File: config.mk
export PLATFORM = sky130hd
export DESIGN_NAME = mem_port_sched
export DESIGN_NICKNAME = d
export VERILOG_FILES = /design/src/rtl/mem_port_sched.sv
export SDC_FILE = /design/constraint.sdc
export NUM_CORES = 1
export LEC_CHECK = 0
export ABC_CLOCK_PERIOD_IN_PS = 3600
export CORE_MARGIN = 3
export CORE_UTILIZATION = 42
export CTS_BUF_LIST = sky130_fd_sc_hd__clkbuf_8
export CTS_CLUSTER_SIZE = 10
export DETAILED_ROUTE_END_ITERATION = 10
export PLACE_DENSITY = 0.95
export SLEW_MARGIN = 20
export SYNTH_ARGS = -nofsm -noshare
export SYNTH_HDL_FRONTEND = slang
export SYNTH_SLANG_ARGS = --single-unit
File: constraint.sdc
create_clock -name clk_i -period 3.6 [get_ports clk_i]
set_input_delay 0.54 -clock clk_i [delete_from_list [all_inputs] [get_ports clk_i]]
set_output_delay 0.54 -clock clk_i [all_outputs]
set_load 0.005 [all_outputs]
File: src/rtl/mem_port_sched.sv
// Two-requester (fetch, load/store) scheduler onto one memory port; one transaction in flight, 3-cycle minimum.
// Memory grant stalls hold the issued request; a missing response is answered with an error after TIMEOUT cycles.
module mem_port_sched #(
  parameter int STARVE_MAX = 4,
  parameter int TIMEOUT    = 16
) (
  input  logic        clk_i,
  input  logic        rst_i,
  input  logic        if_req_i,
  input  logic [31:0] if_addr_i,
  output logic        if_gnt_o,
  output logic        if_rvalid_o,
  output logic [31:0] if_rdata_o,
  output logic        if_err_o,
  input  logic        ls_req_i,
  input  logic        ls_we_i,
  input  logic [3:0]  ls_be_i,
  input  logic [31:0] ls_addr_i,
  input  logic [31:0] ls_wdata_i,
  output logic        ls_gnt_o,
  output logic        ls_rvalid_o,
  output logic [31:0] ls_rdata_o,
  output logic        ls_err_o,
  output logic        mem_req_o,
  output logic        mem_we_o,
  output logic [3:0]  mem_be_o,
  output logic [31:0] mem_addr_o,
  output logic [31:0] mem_wdata_o,
  input  logic        mem_gnt_i,
  input  logic        mem_rvalid_i,
  input  logic [31:0] mem_rdata_i
);
  localparam int TW = $clog2(TIMEOUT + 1);
  localparam int SW = ($clog2(STARVE_MAX + 1) > 3) ? $clog2(STARVE_MAX + 1) : 3;

  typedef enum logic [1:0] {IDLE = 2'd0, ISSUE = 2'd1, WAIT = 2'd2} state_e;

  state_e          state;
  logic            owner_ls;
  logic [SW-1:0]   starve_cnt;
  logic [TW-1:0]   tmo_cnt;
  logic            lat_we;
  logic [3:0]      lat_be;
  logic [31:0]     lat_addr;
  logic [31:0]     lat_wdata;
  logic            starve_hit, sel_if, tmo_hit;
  logic            issue, rsp_ok, rsp_err, rsp_any;

  assign starve_hit = (starve_cnt == SW'(STARVE_MAX));
  assign sel_if     = if_req_i && (!ls_req_i || starve_hit);
  assign tmo_hit    = (tmo_cnt == TW'(TIMEOUT - 1));

  always_ff @(posedge clk_i) begin
    if (rst_i) begin
      state      <= IDLE;
      owner_ls   <= 1'b0;
      starve_cnt <= '0;
      tmo_cnt    <= '0;
      lat_we     <= 1'b0;
      lat_be     <= '0;
      lat_addr   <= '0;
      lat_wdata  <= '0;
    end else begin
      case (state)
        IDLE: begin
          if (if_req_i || ls_req_i) begin
            state    <= ISSUE;
            owner_ls <= !sel_if;
            if (sel_if) begin
              lat_we     <= 1'b0;
              lat_be     <= 4'hF;
              lat_addr   <= if_addr_i;
              lat_wdata  <= '0;
              starve_cnt <= '0;
            end else begin
              lat_we    <= ls_we_i;
              lat_be    <= ls_be_i;
              lat_addr  <= ls_addr_i;
              lat_wdata <= ls_wdata_i;
              if (if_req_i && !starve_hit) starve_cnt <= starve_cnt + 1'b1;
            end
          end
        end
        ISSUE: begin
          if (mem_gnt_i) begin
            state   <= WAIT;
            tmo_cnt <= '0;
          end
        end
        WAIT: begin
          if (mem_rvalid_i || tmo_hit) state <= IDLE;
          else                         tmo_cnt <= tmo_cnt + 1'b1;
        end
        default: state <= IDLE;
      endcase
    end
  end

  // Outputs are masked during reset so an aborted transaction can never complete.
  assign issue   = (state == ISSUE) && !rst_i;
  assign rsp_ok  = (state == WAIT) && mem_rvalid_i && !rst_i;
  assign rsp_err = (state == WAIT) && !mem_rvalid_i && tmo_hit && !rst_i;
  assign rsp_any = rsp_ok || rsp_err;

  assign mem_req_o   = issue;
  assign mem_we_o    = issue && lat_we;
  assign mem_be_o    = issue ? lat_be    : '0;
  assign mem_addr_o  = issue ? lat_addr  : '0;
  assign mem_wdata_o = issue ? lat_wdata : '0;

  assign if_gnt_o    = issue && mem_gnt_i && !owner_ls;
  assign if_rvalid_o = rsp_any && !owner_ls;
  assign if_err_o    = rsp_err && !owner_ls;
  assign if_rdata_o  = (rsp_ok && !owner_ls) ? mem_rdata_i : '0;

  assign ls_gnt_o    = issue && mem_gnt_i && owner_ls;
  assign ls_rvalid_o = rsp_any && owner_ls;
  assign ls_err_o    = rsp_err && owner_ls;
  assign ls_rdata_o  = (rsp_ok && owner_ls) ? mem_rdata_i : '0;
endmodule

==> results.md <==
- Outcome: completed
- Seq/Total Area, Yosys: 34.4%
- Die area: 12400 sq um
- DRC violations left: 0
- # setup viols final: 0
- Global Route Usage Sum: 28.2%
- Num ports: 279
- Crit path time final: 3.20 ns
- Synthesis-to-finish area growth: 64.2%
- Core Area: 10600 sq um
- WP data required: 3.06 ns
- Final Skew: 0.00867 ns
- CTS tree: done
- Path type of the worst min-delay path: register to register
- Flop pwr share: 44.8%
- Cell taking the most area after synthesis: dfxtp_1
- Vias in the first global route: 5867
- Worst path cell trace: nand2b_1 > and4bb_2 > and2_1 > clkdlybuf4s50_1
- Post-Route WL: 18.5 mm
- DRT Pass-1 Iters: 5
- Fin Setup TNS: 0 ns
- Cell row count: 37
- Syn nets: 740
- Clk pwr share: 30.0%
- Switching pwr: 662 uW
- Max cap viols: 0
- Synth area leaders: dfxtp_1, and2_1, a21oi_1, o21ai_0, a311oi_1
- CTS Sinks: 80
- Power, Total: around 2.2 mW
- Grt ovf: 0
- Worst EP arrival: 2.66 ns
- Worst setup SP type: register
- RSZ-0062 raised after global routing: no
- Largest net degree at the start of global routing: 61
- Pwr per Cell Area: 295 nW/um^2
- Switching share of power: 29.4%
- Fillers: 793
- Core Util, Final: 72.4%
- Port Buf Inserts: 278
- Clk slew on worst S/H paths: 0.09 ns
- Clock root cell: clkbuf_8
- Final worst-path cycle share: around 89%
- Most frequent cells in the layout: clkdlybuf4s50_1, and2_1, a21oi_1
- Initial Util: roughly 44%
- Max-Slew Margin vs Limit: 28.6%
- Slowest cell delay on critical path: about 0.70 ns
- Top delay family on crit path: simple AND/OR/NAND/NOR gates
- Achievable frequency: 0.312 GHz
- CTS HTree Levels: 3
- YS warnings: 0
- Total CTS buffers: 9
- GP Congestion: 0.904
- Gate power share: 25.2%
- Multi-input gate area: 2770 sq um
- Critical path's slowest cell: and4bb_2
- Post-route cell area: 7640 sq um
- Antenna violations before repair: 0
- Synth cell types: 41
- Setup Fix Bufs, Post-CTS: 0
- Vias per std cell: 5.94
- Synth Cell Area: 4650 sq um
- Routed via count: 5744
- Antenna diodes: 0
- Fin nets: 970
- Hold-fix buffers at CTS: 0
- Die Ht: 111 um
- DR iter-0 viols: between 500 and 600
- WL per Instance: 19.1 um
- CP bufs+invs: 1
- Dpl cell area: 7440 sq um
- ANT nets after route: 0
- CTS Buffer Depth: 2
- Post-Syn Instances: 597
- Layout cells sized above 1: 5.17%
- Worst VDD drop: 152 uV
- CTS resizes: 0
- Worst-path fanout max: 32
- Final hold viol count: 0
- Final Slew Violations: 0
- CP Capture Type: output port
- Post-synth top area share: 34.4%
- Worst Setup Path Type: register to output port
- Die width: 111 um
- Hold_ws: 0.472 ns
- First-pass GRT wire length: ~29 mm
- Clk Latency, worst-skew pair: 0.34 ns
- Register area: about 1600 sq um
- Commonest non-fill, non-tap cell in the layout: clkdlybuf4s50_1
- Slew @ Worst Pin: 1.07 ns
- Lkg Pwr: 2.66 nW
- Avg Cell Area, Syn: 7.79 sq um
- Cell Int Power: 1.59 mW
- Yosys reg bits: 80
- Final HPWL DP: 13.0 mm
synthesized netlist by cell type (all sizes together):
cell type  number
nand3          37
o32ai           1
nand4           1
nor4            2
a21oi          82
nor2            9
a2bb2oi         2
or2             2
a211o           1
nand4b          1
nand2b          6
nand2           4
and3            3
buf            13
o2111ai        33
inv             5
a311oi         33
a21bo           1
clkbuf         60
and2          133
o21ai          67
dfxtp          80
or3             2
nor4b           2
or3b            2
nor3b           2
and4bb          1
ha              4
a21boi          1
nand3b          1
a211oi          4
or4b            1
nor3            1
worst min-delay path: cells and delay by family, from the launching register on:
| kind | cells | cell delay, ns |
|---|---|---|
| flops | 1 | 0.31 |
| compound gates | 2 | 0.12 |
registers in the layout, indices dropped and copies added, names as in the netlist:
name        count
lat_addr       32
lat_be          4
lat_wdata      32
lat_we          1
owner_ls        1
starve_cnt      3
state           2
tmo_cnt         5
power by group through the flow:
| stage | Sequential, mW | Combinational, mW | Clock [mW] |
|---|---|---|---|
| floorplan | 1.01 | 0.283 | 0 |
| global placement | 1.02 | 0.536 | 0 |
| detailed placement | 1.03 | 0.557 | 0 |
| CTS | 1.01 | 0.560 | 0.680 |
| global route | 1.02 | 0.613 | 0.723 |
| finish | 1.01 | 0.566 | 0.675 |
metal layers:
layer	up-vias	global-route usage, %	wire length, um
li1	2629	-	-
met1	2716	32.9	7100
met2	349	49.7	9420
met3	50	6.11	1370
met4	0	11.9	581
met5	-	0	0
kinds of logic (layout without fill, tap and decap cells):
group | after synthesis | in the layout | synth area share [%]
DFF | 80 | 80 | 34.4
adders and majority gates | 4 | 4 | 1.08
AOI/OAI and AO/OA | 225 | 225 | 30.4
and+or+nand+nor | 210 | 210 | 27.4
buffers and inverters | 78 | 312 | 6.75
layout make-up:
type                       instances  share of cell area [%]
clock buffer                      10                    1.80
clock inverter                     5                   0.753
inverter                           5                   0.246
multi-input combinational        439                    36.3
sequential                        80                    21.0
tap                              136                    2.23
timing repair buffer             292                    37.7
per-stage QoR:
step	worst slack, ns	cells
2_1_floorplan	1.59	597
3_3_place_gp	0.736	952
3_5_place_dp	0.581	952
4_1_cts	0.357	967
5_1_grt	0.174	967
6_report	0.398	967
worst paths after layout:
path,startpoint,endpoint,slack [ns],depth (start not counted)
setup / recovery,state[1]$_SDFFE_PP0P_,ls_rdata_o[3],0.40,4
hold / removal,lat_wdata[2]$_SDFFE_PP0P_,lat_wdata[2]$_SDFFE_PP0P_,0.47,2
setup reg to reg,state[1]$_SDFFE_PP0P_,lat_addr[18]$_SDFFE_PP0P_,1.38,4
hold reg to reg,lat_wdata[2]$_SDFFE_PP0P_,lat_wdata[2]$_SDFFE_PP0P_,0.47,2
Note: power is estimated with default switching activity, not from simulation.
